<file path="src/rtl/seg7_scan_driver.sv">
// seg7_scan_driver: multiplexed NDIGITS seven-segment scanner with frame-synchronous double-buffered updates
//   iCLK, iRST (async, active-high)
//   iEN       scan enable (low: frozen scan, dark display)
//   iLOAD     strobe capturing iVALUE/iDP/iBLANK_LZ into the shadow register
//   iVALUE    hex nibbles, nibble k drives digit k
//   iDP       per-digit decimal-point request
//   iBLANK_LZ leading-zero blanking enable
//   o7SEG     {g,f,e,d,c,b,a} active-low, oDP active-low
//   oAN       active-low anode selects, oFRAME one-cycle pulse per frame
module seg7_scan_driver #(
  parameter int NDIGITS = 4,
  parameter int DIV = 50000
) (
  input  logic                   iCLK,
  input  logic                   iRST,
  input  logic                   iEN,
  input  logic                   iLOAD,
  input  logic [4*NDIGITS-1:0]   iVALUE,
  input  logic [NDIGITS-1:0]     iDP,
  input  logic                   iBLANK_LZ,
  output logic [6:0]             o7SEG,
  output logic                   oDP,
  output logic [NDIGITS-1:0]     oAN,
  output logic                   oFRAME
);
  localparam int CW = $clog2(DIV);
  localparam int IW = NDIGITS > 1 ? $clog2(NDIGITS) : 1;
  logic [CW-1:0] cnt_q, cnt_d;
  logic [IW-1:0] idx_q, idx_d;
  logic [4*NDIGITS-1:0] act_val_q, sh_val_q;
  logic [NDIGITS-1:0] act_dp_q, sh_dp_q, an_q, an_d, lz;
  logic act_blz_q, sh_blz_q, pend_q, dead_q, frame_q, dp_q, dp_d, tick, wrap, blank;
  logic [6:0] seg_q, seg_d;
  logic [3:0] nib;

  function automatic logic [6:0] hex7(input logic [3:0] h);
    case (h)
      4'h0: hex7 = 7'b1000000;
      4'h1: hex7 = 7'b1111001;
      4'h2: hex7 = 7'b0100100;
      4'h3: hex7 = 7'b0110000;
      4'h4: hex7 = 7'b0011001;
      4'h5: hex7 = 7'b0010010;
      4'h6: hex7 = 7'b0000010;
      4'h7: hex7 = 7'b1111000;
      4'h8: hex7 = 7'b0000000;
      4'h9: hex7 = 7'b0010000;
      4'hA: hex7 = 7'b0001000;
      4'hB: hex7 = 7'b0000011;
      4'hC: hex7 = 7'b1000110;
      4'hD: hex7 = 7'b0100001;
      4'hE: hex7 = 7'b0000110;
      default: hex7 = 7'b0001110;
    endcase
  endfunction

  always_comb begin
    tick = iEN && cnt_q == CW'(DIV - 1);
    wrap = tick && idx_q == IW'(NDIGITS - 1);
    cnt_d = !iEN ? cnt_q : tick ? '0 : cnt_q + 1'b1;
    idx_d = wrap ? '0 : tick ? idx_q + 1'b1 : idx_q;
    // lz[k]: nibbles k..NDIGITS-1 are all zero
    lz = '0;
    lz[NDIGITS-1] = act_val_q[4*NDIGITS-1 -: 4] == 4'h0;
    for (int k = NDIGITS - 2; k >= 0; k--) lz[k] = lz[k+1] && act_val_q[4*k +: 4] == 4'h0;
    nib = act_val_q[4*idx_q +: 4];
    blank = act_blz_q && idx_q != '0 && lz[idx_q];
    seg_d = blank ? 7'h7F : hex7(nib);
    dp_d = ~act_dp_q[idx_q];
    // dead_q marks the first cycle on a new digit: anodes stay off to avoid ghosting
    an_d = (iEN && !dead_q) ? ~(NDIGITS'(1) << idx_q) : '1;
  end

  always_ff @(posedge iCLK or posedge iRST) begin
    if (iRST) begin
      cnt_q <= '0;
      idx_q <= '0;
      act_val_q <= '0;
      act_dp_q <= '0;
      act_blz_q <= 1'b0;
      sh_val_q <= '0;
      sh_dp_q <= '0;
      sh_blz_q <= 1'b0;
      pend_q <= 1'b0;
      dead_q <= 1'b1;
      frame_q <= 1'b0;
      seg_q <= '1;
      dp_q <= 1'b1;
      an_q <= '1;
    end else begin
      cnt_q <= cnt_d;
      idx_q <= idx_d;
      dead_q <= tick;
      frame_q <= wrap;
      seg_q <= seg_d;
      dp_q <= dp_d;
      an_q <= an_d;
      if (iLOAD) begin
        sh_val_q <= iVALUE;
        sh_dp_q <= iDP;
        sh_blz_q <= iBLANK_LZ;
      end
      // a load on the wrap itself bypasses the shadow so it is not delayed a frame
      if (wrap) begin
        act_val_q <= iLOAD ? iVALUE : pend_q ? sh_val_q : act_val_q;
        act_dp_q <= iLOAD ? iDP : pend_q ? sh_dp_q : act_dp_q;
        act_blz_q <= iLOAD ? iBLANK_LZ : pend_q ? sh_blz_q : act_blz_q;
        pend_q <= 1'b0;
      end else if (iLOAD) begin
        pend_q <= 1'b1;
      end
    end
  end

  assign o7SEG = seg_q;
  assign oDP = dp_q;
  assign oAN = an_q;
  assign oFRAME = frame_q;
endmodule

</file>
<file path="config.mk">
export PLATFORM = sky130hd
export DESIGN_NAME = seg7_scan_driver
export DESIGN_NICKNAME = d
export VERILOG_FILES = /design/src/rtl/seg7_scan_driver.sv
export SDC_FILE = /design/constraint.sdc
export NUM_CORES = 1
export LEC_CHECK = 0
export BUFFER_PORTS_ARGS = -buffer_cell sky130_fd_sc_hd__buf_2
export CAP_MARGIN = 5
export CORE_ASPECT_RATIO = 1.4
export CORE_UTILIZATION = 60
export DETAILED_ROUTE_END_ITERATION = 10
export GPL_ROUTABILITY_DRIVEN = 1
export HOLD_SLACK_MARGIN = 0.12
export PLACE_DENSITY = 0.87
export SYNTH_ARGS = -nofsm -noshare
export SYNTH_HDL_FRONTEND = slang
export SYNTH_SLANG_ARGS = --single-unit
</file>
<file path="constraint.sdc">
create_clock -name iCLK -period 5.2 [get_ports iCLK]
set_input_delay 1.56 -clock iCLK [delete_from_list [all_inputs] [get_ports iCLK]]
set_output_delay 1.56 -clock iCLK [all_outputs]
set_load 0.05 [all_outputs]
</file>
======== Word level (Yosys, flattened, before mapping) ========
Memory sizes are Yosys's and may differ from the RTL's.
Index checks and enable logic that the tools add are counted.
word-level totals
  memories ................................ 1
  RAM bits ................................ 0
  bits in read-only memories .............. 112
  input bits .............................. 25
  bits in registers ....................... 75
  logic and storage cells ................. 59
  bits in latches ......................... 0
cells by class
  multiplexer cells ....................... 17
  $lt $le $gt $ge ......................... 1
  div/mod/pow operators ................... 0
  $mul .................................... 0
  equal/unequal tests ..................... 2
  add/subtract/negate cells ............... 2
  bitwise logic cells ..................... 2
  shift-type cells ........................ 2
  reduce and logical (&&, ||, !) cells .... 18
memory list
  memory            depth  bits a word  rd ports  clocked after memory_dff  write ports  line  text
  (name not given)  16     7            1         0                         0            37    case (h)
operators with widths
  cell                     number
  $mux W16                 3
  $add A16 B1 Y16 const B  1
  $eq A16 B16 Y1 const B   1
  $logic_not A4 Y1         4
  $shiftx A16 B5 Y4        1
  $mux W4                  3
  $logic_and A1 B1 Y1      8
  $reduce_bool A2 Y1       4
  $mux W7                  1
  $mux W1                  6
  $bmux W1 S2              2
  $mux W2                  2
  $not A4 Y4               1
  $shl A1 B2 Y4 const A    1
  $lt A2 B3 Y1 const B     1
  $add A2 B1 Y2 const B    1
  $eq A2 B2 Y1 const B     1
  $reduce_and A2 Y1        1
  $logic_not A1 Y1         1
  $not A1 Y1               1

======== Depth between registers and ports, before layout ========
  depth after elaboration ................. 8
  mapped depth ............................ 7

======== Least setup slack after synthesis ========
No wires, ideal clock.
  kind .................................... input -> register
  start point ............................. input iEN
  end point ............................... register act_blz_q
  cell stages on the path ................. 5
  arrival ................................. 2.820 ns
  slack ................................... 2.254 ns
  required time ........................... 5.075 ns
  library setup time ...................... 0.125 ns
  path through ............................ and4_1 > nand4_2 > or3b_4 > buf_6 > mux2_4
on the way
  word-level cells in the longest chain between the ends .. 3
RTL lines
  element                             line  text
  from (decl)                         16    input logic iEN,
  $logic_and A1 B1 Y1                 58    tick = iEN && cnt_q == CW'(DIV - 1);
  $logic_and A1 B1 Y1                 59    wrap = tick && idx_q == IW'(NDIGITS - 1);
  $reduce_and A2 Y1 (no source line)  n/a
  to (signal assigned)                107   act_blz_q <= iLOAD ? iBLANK_LZ : pend_q ? sh_blz_q : act_blz_q;
  to (decl)                           32    logic act_blz_q, sh_blz_q, pend_q, dead_q, frame_q, dp_q, dp_d, tick, wrap, blank;
No other way between the ends.
A chain may end at the register's enable or synchronous reset.

======== Worst setup path in the final report ========
  start point ............................. input iEN
  end point ............................... register act_val_q[14]
on the way
  word-level cells in the longest chain between the ends .. 3
RTL lines
  element                             line  text
  $logic_and A1 B1 Y1                 58
  $logic_and A1 B1 Y1                 59
  $reduce_and A2 Y1 (no source line)  n/a
  to (signal assigned)                105   act_val_q <= iLOAD ? iVALUE : pend_q ? sh_val_q : act_val_q;
  to (decl)                           30    logic [4*NDIGITS-1:0] act_val_q, sh_val_q;
No other way between the ends.

==> metrics.log <==
INFO  metric drt_iter0_drc = ~150
INFO  metric detail-route-antenna-nets = 0
INFO  metric worstPathMaxFanout = 21
INFO  metric htree_num_levels = 3
INFO  metric final_report_max_slew_violation_count = 0
INFO  metric io_count = 38
INFO  metric cts_post_setup_buffers_inserted = 0
INFO  metric setup_total_negative_slack = 0 ns
INFO  metric layout.filler_cells = 368
INFO  metric floorplan.die.height = slightly above 90 µm
INFO  metric floorplan.core_area = 5570 µm²
INFO  metric setup_repair_after_global_routing_missed_its_margin = no
INFO  metric cap_violations = 0
INFO  metric start_util = a little over three fifths
INFO  metric slew-limit-headroom = between 30% and 40%
INFO  metric worstPathArrival = ~3.2 ns
INFO  metric share_of_final_layout_standard_cells_stronger_than_drive_strength_1 = 38.9%
INFO  metric areaGrowthSynthToFinish = 11.5%
INFO  metric vdd.ir_drop.worst = ~0.18 mV
INFO  metric synth.net_count = around 300
INFO  metric number_of_clock_sinks_seen_by_cts = 75
INFO  metric max_freq = 336 MHz
INFO  metric cts-root-buf = sky130_fd_sc_hd__clkbuf_8
INFO  metric drt-vias-per-instance = 5.88
INFO  metric number_of_global_route_vias_before_repair = around 2200
INFO  metric synth-seq-area-share = 53.7%
INFO  metric worst_reg2reg_startpoint = cnt_q[0]
INFO  metric yosys_cell_types = 44
INFO  metric critical_path.startpoint_type = input port
INFO  metric rows = 32
INFO  metric post-route-drc-count = 0
INFO  metric crit_path_end_kind = flip-flop
INFO  metric port-buffer-count = 37
INFO  metric floorplan.die_area = 6190 µm²
INFO  metric ctsResizeCount = 0
INFO  metric pin_count_of_the_biggest_net_entering_global_routing = 50
INFO  metric synth.ff_latch_count = 75
INFO  metric muxShareOfSynthArea = between 20% and 30%
INFO  metric worst_setup_hold_path_clk_slew = 0.07 ns
INFO  metric die_w = ~67 µm
INFO  metric hold_class = reg -> reg
INFO  metric postCtsHoldBufs = 0
INFO  metric most_used_cells_in_the_layout_excluding_fill_and_tap_cells = sky130_fd_sc_hd__dfrtp_1 (62), sky130_fd_sc_hd__buf_2 (37), sky130_fd_sc_hd__mux2_2 (22)
INFO  metric post_synth_and_or_nand_nor_area_fraction = 12.0%
INFO  metric global_route.usage.total = 23.2%
INFO  metric timing.clock.skew = ~0.0079 ns
INFO  metric power.static_leakage = ~1.9 nW
INFO  metric timing.setup.critical_path_class = in -> reg
INFO  metric post_synth_xor_area_fraction = 3.48%
INFO  metric cell_area_synth = roughly 3500 µm²
INFO  metric final_hold_viol_count = 0
INFO  metric drt-total-wl = between 6000 and 7000 µm
INFO  metric wire_per_inst = about 17 µm
INFO  metric initial_antenna_violation_count = 0
INFO  metric synth-warning-count = 0
INFO  metric cts.path.max_buffers = 2
INFO  metric worst-slew-pin-transition = 0.984 ns
INFO  metric diodes = 0
INFO  metric setup-violations-final = 0
INFO  metric clk_latency = between 0.3 and 0.4 ns
INFO  metric min_period_over_period = a little under three fifths
INFO  metric r2r.worst_path.cells = 5
INFO  metric fin_crit = between 2 and 3 ns
INFO  metric mean_post_synth_cell_area = approximately 13 µm²
INFO  metric cts_buf_count = 9
INFO  metric layout_commonest_cell = sky130_fd_sc_hd__dfrtp_1
INFO  metric totalPowerFinal = 1.15 mW
INFO  metric place_congestion = ~0.84
INFO  metric synth_top_family_by_area = multiplexers
INFO  metric run_status = completed
INFO  metric cp_data_required_time = between 5 and 6 ns
INFO  metric clock_tree_from_tritoncts = built
INFO  metric hpwl = between 4000 and 5000 µm
INFO  metric critical_path.startpoint = iEN
INFO  metric synth_area_in_compound_gates = under 10%
INFO  metric grt.overflow.total = 0
INFO  metric global_route_wire_length_before_repair = ~10000 µm
INFO  metric route.vias.total = 2198
INFO  metric reg2reg_to = act_val_q[14]
INFO  metric yosys.area_share.adder = slightly below 4%
INFO  metric rrSetupSlack = around 3.0 ns
INFO  metric nets = roughly 340
INFO  metric synthesis.instances = 262
INFO  metric power_per_cell_area = roughly 300 nW/µm²
INFO  metric critPathCapture = act_val_q[14]
INFO  metric drt_pass1_iterations = 4
state kept, by name, indices dropped and copies added, names as in the netlist:
signal and count:
o7SEG 7, cnt_q 16, idx_q 2, pend_q 1, act_dp_q 4, oAN 4
sh_blz_q 1, sh_val_q 16, oFRAME 1, act_val_q 16, act_blz_q 1, oDP 1
dead_q 1, sh_dp_q 4
how the worst min path moves through the flow:
| stage | start | to | slack, ns | cells after the start |
|---|---|---|---|---|
| after floorplan | cnt_q[5] | cnt_q[5] | 0.47 | 1 |
| after global placement | sh_val_q[14] | sh_val_q[14] | 0.48 | 1 |
| after detailed placement | sh_val_q[6] | sh_val_q[6] | 0.49 | 1 |
| after CTS | sh_val_q[6] | sh_val_q[6] | 0.50 | 1 |
| after global routing | sh_val_q[9] | sh_val_q[9] | 0.52 | 1 |
| final | sh_val_q[6] | sh_val_q[6] | 0.50 | 1 |
layer usage:
layer	global-route usage [%]	share of wire (%)	vias to the layer above
li1	-	-	1021
met1	28.7	42	1099
met2	37.5	52	56
met3	6.16	3.4	22
met4	10.6	2.9	0
met5	0	0	-
through the flow:
stage | utilization [%] | hold WS [ns] | cell area [µm²] | cells | setup slack (ns)
2_1_floorplan | - | 0.466 | 3520 | 262 | 1.75
3_3_place_gp | 67.4 | 0.479 | 3750 | 359 | 1.92
3_5_place_dp | 67.4 | 0.488 | 3750 | 359 | 1.89
4_1_cts | 70.6 | 0.504 | 3930 | 374 | 2.24
5_1_grt | 70.6 | 0.520 | 3930 | 374 | 2.14
6_report | 70.6 | 0.503 | 3930 | 374 | 2.23
cells in the mapped netlist (all sizes together):
| cell type | n | area share, % |
|---|---|---|
| or4 | 1 | 0.21 |
| mux2 | 44 | 16 |
| dfrtp | 62 | 44 |
| or3 | 3 | 0.53 |
| o31ai | 1 | 0.21 |
| a21oi | 5 | 0.71 |
| o211ai | 3 | 0.64 |
| nand2b | 1 | 0.18 |
| o21ai | 10 | 1.4 |
| xnor2 | 7 | 1.7 |
| o21a | 2 | 0.43 |
| nand3 | 7 | 0.99 |
| xor2 | 7 | 1.7 |
| mux2i | 2 | 0.57 |
| nand4 | 5 | 1.1 |
| nand3b | 1 | 0.21 |
| inv | 9 | 0.96 |
| and4 | 5 | 1.2 |
| or2 | 1 | 0.18 |
| and2 | 1 | 0.18 |
| or3b | 1 | 0.32 |
| ha | 11 | 3.9 |
| and3 | 4 | 0.71 |
| nor2 | 7 | 0.75 |
| nor4 | 6 | 1.5 |
| clkbuf | 3 | 0.32 |
| nor3b | 2 | 0.43 |
| a211o | 1 | 0.25 |
| dfstp | 13 | 9.7 |
| nor2b | 2 | 0.35 |
| mux4 | 6 | 3.8 |
| buf | 6 | 1.1 |
| nand2 | 19 | 2.0 |
| and4bb | 2 | 0.71 |
| o221ai | 1 | 0.25 |
| nor4b | 1 | 0.43 |
worst max-delay path, stage by stage:
cell and delay, ns:
sky130_fd_sc_hd__buf_2 0.17, sky130_fd_sc_hd__and4_1 0.27, sky130_fd_sc_hd__nand4_2 0.20, sky130_fd_sc_hd__or3b_4 0.62, sky130_fd_sc_hd__mux2_1 0.37
power by group:
part	internal [mW]	switching, mW	total [mW]
combinational	0.0447	0.0463	0.0910
sequential	0.620	0.0311	0.651
clock	0.208	0.195	0.404
total	0.873	0.273	1.15
final cells by class:
cell class	count	area [µm²]	share of cell area (%)
clock buffer	13	169	4.30
clock inverter	2	10.0	0.255
inverter	9	33.8	0.860
multi-input combinational	169	1550	39.4
sequential	75	1890	48.2
tap	68	85.1	2.16
timing repair buffer	38	193	4.90
cell families (layout without fill, tap and decap cells):
kind of cell             Yosys count  count (layout)
AO/OA/AOI/OAI                     23              23
XOR/XNOR                          14              14
adder cells (fa/ha/maj)           11              11
buffers and inverters             18              62
flip-flops                        75              75
multiplexers                      52              52
AND/OR/NAND/NOR                   69              69
(Power assumes the default switching activity.)
